**src/rtl/hex_entry_pkg.sv**
```systemverilog
// Shared types and helpers for the hex operand entry block.
// Imported by the key debouncer and the entry top level.
package hex_entry_pkg;

    typedef enum logic {
        ENTRY,
        SEND
    } entry_state_e;

    localparam int DIGIT_W = 4;

    function automatic logic is_pressed(logic lvl, logic active_low);
        return active_low ? ~lvl : lvl;
    endfunction

endpackage

```
**src/rtl/key_debounce.sv**
```systemverilog
// Two-flop synchronizer, debounce counter and press-edge detector
// for a single raw pushbutton.
module key_debounce
    import hex_entry_pkg::*;
#(
    parameter int DEBOUNCE_CYCLES = 500000,
    parameter bit KEY_ACTIVE_LOW  = 1'b1
) (
    input  logic i_clk,
    input  logic i_rst_n,
    input  logic i_key_raw,
    output logic o_level,
    output logic o_press_pulse
);

    localparam int CW = $clog2(DEBOUNCE_CYCLES);
    localparam logic [CW-1:0] LAST = CW'(DEBOUNCE_CYCLES - 1);
    localparam logic RELEASED_RAW = KEY_ACTIVE_LOW;

    logic          sync1;
    logic          sync2;
    logic          synced;
    logic [CW-1:0] cnt;

    assign synced = is_pressed(sync2, KEY_ACTIVE_LOW);

    // o_level is in the pressed domain: 1 means the key is held down
    always_ff @(posedge i_clk or negedge i_rst_n) begin
        if (!i_rst_n) begin
            sync1         <= RELEASED_RAW;
            sync2         <= RELEASED_RAW;
            cnt           <= '0;
            o_level       <= 1'b0;
            o_press_pulse <= 1'b0;
        end else begin
            sync1         <= i_key_raw;
            sync2         <= sync1;
            o_press_pulse <= 1'b0;
            if (synced == o_level) begin
                cnt <= '0;
            end else if (cnt == LAST) begin
                cnt           <= '0;
                o_level       <= synced;
                o_press_pulse <= synced;
            end else begin
                cnt <= cnt + CW'(1);
            end
        end
    end

endmodule

```
**src/rtl/hex_entry.sv**
```systemverilog
// Hex operand entry: debounced keys shift switch nibbles into a
// register that is then offered downstream over valid/ready.
module hex_entry
    import hex_entry_pkg::*;
#(
    parameter int SIZE_DATA       = 32,
    parameter int SIZE_DIGIT      = 4,
    parameter int DEBOUNCE_CYCLES = 500000,
    parameter bit KEY_ACTIVE_LOW  = 1'b1
) (
    input  logic                  i_clk,
    input  logic                  i_rst_n,
    input  logic [SIZE_DIGIT-1:0] i_sw_digit,
    input  logic                  i_key_push,
    input  logic                  i_key_clear,
    input  logic                  i_key_send,
    input  logic                  i_ready,
    output logic [SIZE_DATA-1:0]  o_data,
    output logic                  o_valid,
    output logic [3:0]            o_digit_cnt,
    output logic                  o_full
);

    localparam logic [3:0] MAX_DIGITS = 4'(SIZE_DATA / DIGIT_W);

    entry_state_e          state;
    logic [SIZE_DIGIT-1:0] sw_meta;
    logic [SIZE_DIGIT-1:0] sw_sync;
    logic                  push_p;
    logic                  clear_p;
    logic                  send_p;
    logic [2:0]            unused_level;

    key_debounce #(
        .DEBOUNCE_CYCLES(DEBOUNCE_CYCLES),
        .KEY_ACTIVE_LOW (KEY_ACTIVE_LOW)
    ) u_push (
        .i_clk        (i_clk),
        .i_rst_n      (i_rst_n),
        .i_key_raw    (i_key_push),
        .o_level      (unused_level[0]),
        .o_press_pulse(push_p)
    );

    key_debounce #(
        .DEBOUNCE_CYCLES(DEBOUNCE_CYCLES),
        .KEY_ACTIVE_LOW (KEY_ACTIVE_LOW)
    ) u_clear (
        .i_clk        (i_clk),
        .i_rst_n      (i_rst_n),
        .i_key_raw    (i_key_clear),
        .o_level      (unused_level[1]),
        .o_press_pulse(clear_p)
    );

    key_debounce #(
        .DEBOUNCE_CYCLES(DEBOUNCE_CYCLES),
        .KEY_ACTIVE_LOW (KEY_ACTIVE_LOW)
    ) u_send (
        .i_clk        (i_clk),
        .i_rst_n      (i_rst_n),
        .i_key_raw    (i_key_send),
        .o_level      (unused_level[2]),
        .o_press_pulse(send_p)
    );

    assign o_full = (o_digit_cnt == MAX_DIGITS);

    always_ff @(posedge i_clk or negedge i_rst_n) begin
        if (!i_rst_n) begin
            sw_meta <= '0;
            sw_sync <= '0;
        end else begin
            sw_meta <= i_sw_digit;
            sw_sync <= sw_meta;
        end
    end

    // Clear beats send beats push; SEND ignores all key events
    always_ff @(posedge i_clk or negedge i_rst_n) begin
        if (!i_rst_n) begin
            state       <= ENTRY;
            o_valid     <= 1'b0;
            o_data      <= '0;
            o_digit_cnt <= '0;
        end else begin
            unique case (state)
                ENTRY: begin
                    if (clear_p) begin
                        o_data      <= '0;
                        o_digit_cnt <= '0;
                    end else if (send_p) begin
                        state   <= SEND;
                        o_valid <= 1'b1;
                    end else if (push_p && !o_full) begin
                        o_data      <= {o_data[SIZE_DATA-DIGIT_W-1:0], sw_sync};
                        o_digit_cnt <= o_digit_cnt + 4'd1;
                    end
                end
                SEND: begin
                    if (i_ready) begin
                        state       <= ENTRY;
                        o_valid     <= 1'b0;
                        o_data      <= '0;
                        o_digit_cnt <= '0;
                    end
                end
            endcase
        end
    end

endmodule

```
**config.mk**
```make
export PLATFORM = sky130hd
export DESIGN_NAME = hex_entry
export DESIGN_NICKNAME = d
export VERILOG_FILES = /design/src/rtl/hex_entry_pkg.sv /design/src/rtl/key_debounce.sv /design/src/rtl/hex_entry.sv
export SDC_FILE = /design/constraint.sdc
export NUM_CORES = 1
export LEC_CHECK = 0
export CAP_MARGIN = 0
export CELL_PAD_IN_SITES_DETAIL_PLACEMENT = 0
export CELL_PAD_IN_SITES_GLOBAL_PLACEMENT = 2
export CORE_ASPECT_RATIO = 1.75
export CORE_MARGIN = 8
export CORE_UTILIZATION = 41
export DETAILED_ROUTE_END_ITERATION = 12
export DONT_BUFFER_PORTS = 1
export PLACE_DENSITY_LB_ADDON = 0.1
export SYNTH_ARGS = -nofsm -noshare
export SYNTH_HDL_FRONTEND = slang
export SYNTH_HIERARCHICAL = 1
export SYNTH_SLANG_ARGS = --single-unit
```
**constraint.sdc**
```tcl
create_clock -name i_clk -period 2.5 [get_ports i_clk]
set_input_delay 0.625 -clock i_clk [delete_from_list [all_inputs] [get_ports i_clk]]
set_output_delay 0.625 -clock i_clk [all_outputs]
set_load 0.05 [all_outputs]
```
==> metrics.md <==
| Metric | Value |
|---|---|
| Outcome | `finished, violations left` |
| Failing checks | `hold timing` |
| Drt pass-1 iters | `4` |
| Area share of the largest cell type after synthesis | `0.509` |
| Largest net degree at the start of global routing | `about 120` |
| Post-cts sizing count | `0` |
| Postcts setup bufs | `0` |
| Syn Inst Count | `520` |
| Synthesized Nets | `~540` |
| Diodes inserted | `0` |
| Crit path DAT | `around 2.5 ns` |
| Final antenna-violating net count | `0` |
| Worst slew pin tran | `~0.75 ns` |
| Post-synth EDFFs | `0` |
| Vias per inst | `between 5 and 6` |
| Die H | `~170 µm` |
| Clk sinks | `115` |
| Post-synth cell types | `40` |
| Leak | `about 3.0 nW` |
| Cell family with most CP delay | `simple AND/OR/NAND/NOR gates` |
| Fmax | `0.462 GHz` |
| Nets | `approximately 550` |
| Dpl hpwl | `about 7800 µm` |
| Largest cells by area after synthesis | `dfrtp_1, mux2i_1, xnor2_1` |
| CTS Root Cell | `clkbuf_16` |
| Yosys Warn Count | `6` |
| Clock transition at path regs | `approximately 0.060 ns` |
| Data required time at the worst endpoint | `2.79 ns` |
| Syn_area_per_cell | `slightly above 10 µm²` |
| CTS Buf Count | `17` |
| DRC | `0` |
| Power Total | `between 0.004 and 0.005 W` |
| Worst vdd ir | `approximately 0.54 mV` |
| Final worst slack | `0.334 ns` |
| Register area share after synthesis | `0.538` |
| Vias in the first global route | `slightly below 4000` |
| Ys async rst share | `1.00` |
| Yosys reg bits | `around 120` |
| Post-layout minimum cycle time | `2.17 ns` |
| Biggest area consumer among synthesized cells | `dfrtp_1` |
| Post-Route Setup TNS | `0 ns` |
| First-pass GRT wire length | `19400 µm` |
| Post-Synthesis Cell Area | `roughly 5400 µm²` |
| Layout cell share with drive strength beyond 1 | `0.124` |
| RSZ-0062 raised after global routing | `false` |
| CTS tree | `yes` |
| P&R area growth vs syn | `15.7%` |
| Commonest non-fill, non-tap cells in the layout | `dfrtp_1, nand2_1, nor2_1, xnor2_1, mux2i_1` |
| Type of origin of the critical path | `flip-flop` |
| Fin Clk Skew | `around 0.0090 ns` |
| PortBufs | `0` |
| Die ar. | `between 15000 and 20000 µm²` |
| IO Pins | `between 40 and 50` |
| CP Capture Type | `flip-flop` |
| Maximum root-to-sink buffer count | `2` |
| Total track usage | `0.144` |
| Hold WS | `-0.0889 ns` |
| Worst path max stage delay | `0.75 ns` |
| Final Cell Area | `around 6200 µm²` |
| Slew HR | `0.496` |
| Chip Width | `approximately 100 µm` |
| Slowest cell on the critical path | `nor4_1` |
| Placed Area | `roughly 5600 µm²` |
| Initial antenna violation count | `0` |
| Fin. Hold Viols | `about 110` |
| Routed wire length | `between 10000 and 15000 µm` |
| Slew Viols, Final | `0` |
| DRT iter0 DRCs | `~130` |
| Htree depth | `4` |
| Power per cell area | `741 nW/µm²` |
| Pre-CTS setup slack | `0.364 ns` |
| Primary FF master, synth | `dfrtp_1` |
| HP Class | `input port to asynchronous set/reset pin` |
| Effective utilization at floorplan | `0.417` |
| Final setup fails | `0` |
| Number of fillers in the final layout | `around 1300` |
| Crit share post-route | `0.867` |
| Wire per inst | `about 16 µm` |
| Worst path cell trace | `ha_1 -> nand4_2 -> nor4_1 -> mux2i_1 -> nor2_1` |
| Most common cell after layout, fill and taps aside | `dfrtp_1` |
| Routability cong. | `~0.8` |
| CP Max Fanout | `10` |
| CORE AREA | `between 10000 and 15000 µm²` |
| Routed vias | `between 3000 and 4000` |
| Clock latency on the worst-skew pair | `0.40 ns` |
| Crit Path Category | `flip-flop to flip-flop` |
| Max_cap viols | `0` |
| GRT overflow | `0` |
| Rows | `between 50 and 60` |
| CP Buf/Inv Count | `0` |
## per-layer routing
layer  vias up  wire (µm)  global-route usage
met1      1829       4630               0.163
met3        10        603              0.0444
met4         0        122              0.0604
li1       1812          -                   -
met5         -          0                   0
met2        63       6060               0.240
## state kept, by name, indices dropped and copies added (netlist names), 4 cells and up
signal       count
o_data          32
o_digit_cnt      4
sw_meta          4
sw_sync          4
u_clear/cnt     19
u_push/cnt      19
u_send/cnt      19
## area by class of cell
cell class	instances	area [µm²]	share of cell area
sequential	115	2890	0.465
multi-input combinational	371	2290	0.370
clock buffer	18	439	0.0708
tap	171	214	0.0345
clock inverter	14	209	0.0337
timing repair buffer	15	113	0.0181
inverter	14	52.6	0.00847
## power by group
part | switching (W) | internal (W)
combinational | 0.0000260 | 0.0000207
sequential | 0.0000235 | 0.00189
clock | 0.000847 | 0.00179
total | 0.000896 | 0.00370
## Yosys cell counts, drive strengths merged (2+ instances only)
| master | number |
|---|---|
| dfstp | 6 |
| or4 | 4 |
| nor3 | 18 |
| nor4 | 9 |
| or3 | 6 |
| xor2 | 6 |
| nand3 | 20 |
| ha | 5 |
| o221ai | 3 |
| inv | 14 |
| and2 | 6 |
| dfrtp | 109 |
| o21ai | 12 |
| mux2i | 37 |
| o22ai | 2 |
| xnor2 | 42 |
| nor4b | 6 |
| clkbuf | 12 |
| a21oi | 6 |
| nor4bb | 3 |
| nand4 | 30 |
| nor2 | 64 |
| buf | 8 |
| and3 | 3 |
| nand2 | 81 |
## per-stage QoR
| stage | std cells | util |
|---|---|---|
| after floorplan | 520 | - |
| after global placement | 686 | 0.432 |
| after detailed placement | 686 | 0.432 |
| after CTS | 718 | 0.482 |
| after global routing | 718 | 0.482 |
| final | 718 | 0.482 |
## worst paths after layout
check / startpoint / end / slack [ns] / cells past startpoint
max: u_clear/cnt[0] / u_clear/cnt[18] / 0.33 / 5
min: i_rst_n / o_data[21] / -0.09 / 0
max reg2reg: u_clear/cnt[0] / u_clear/cnt[18] / 0.33 / 5
min reg2reg: u_clear/sync1 / u_clear/sync2 / 0.35 / 0
max in group asynchronous: i_rst_n / u_push/sync2 / 2.33 / 0
min in group i_clk: i_key_push / u_push/sync1 / 0.22 / 0
## cell families (layout without fill, tap and decap cells)
group,Yosys count,after routing,share of synthesized area
compound gates,26,26,0.0285
xor+xnor,48,48,0.0784
flops,115,115,0.538
fa+ha+maj,5,5,0.0117
buf+inv,34,61,0.0373
mux,37,37,0.0691
simple gates,255,255,0.237
No activity file was read; power rests on OpenSTA's default activity.
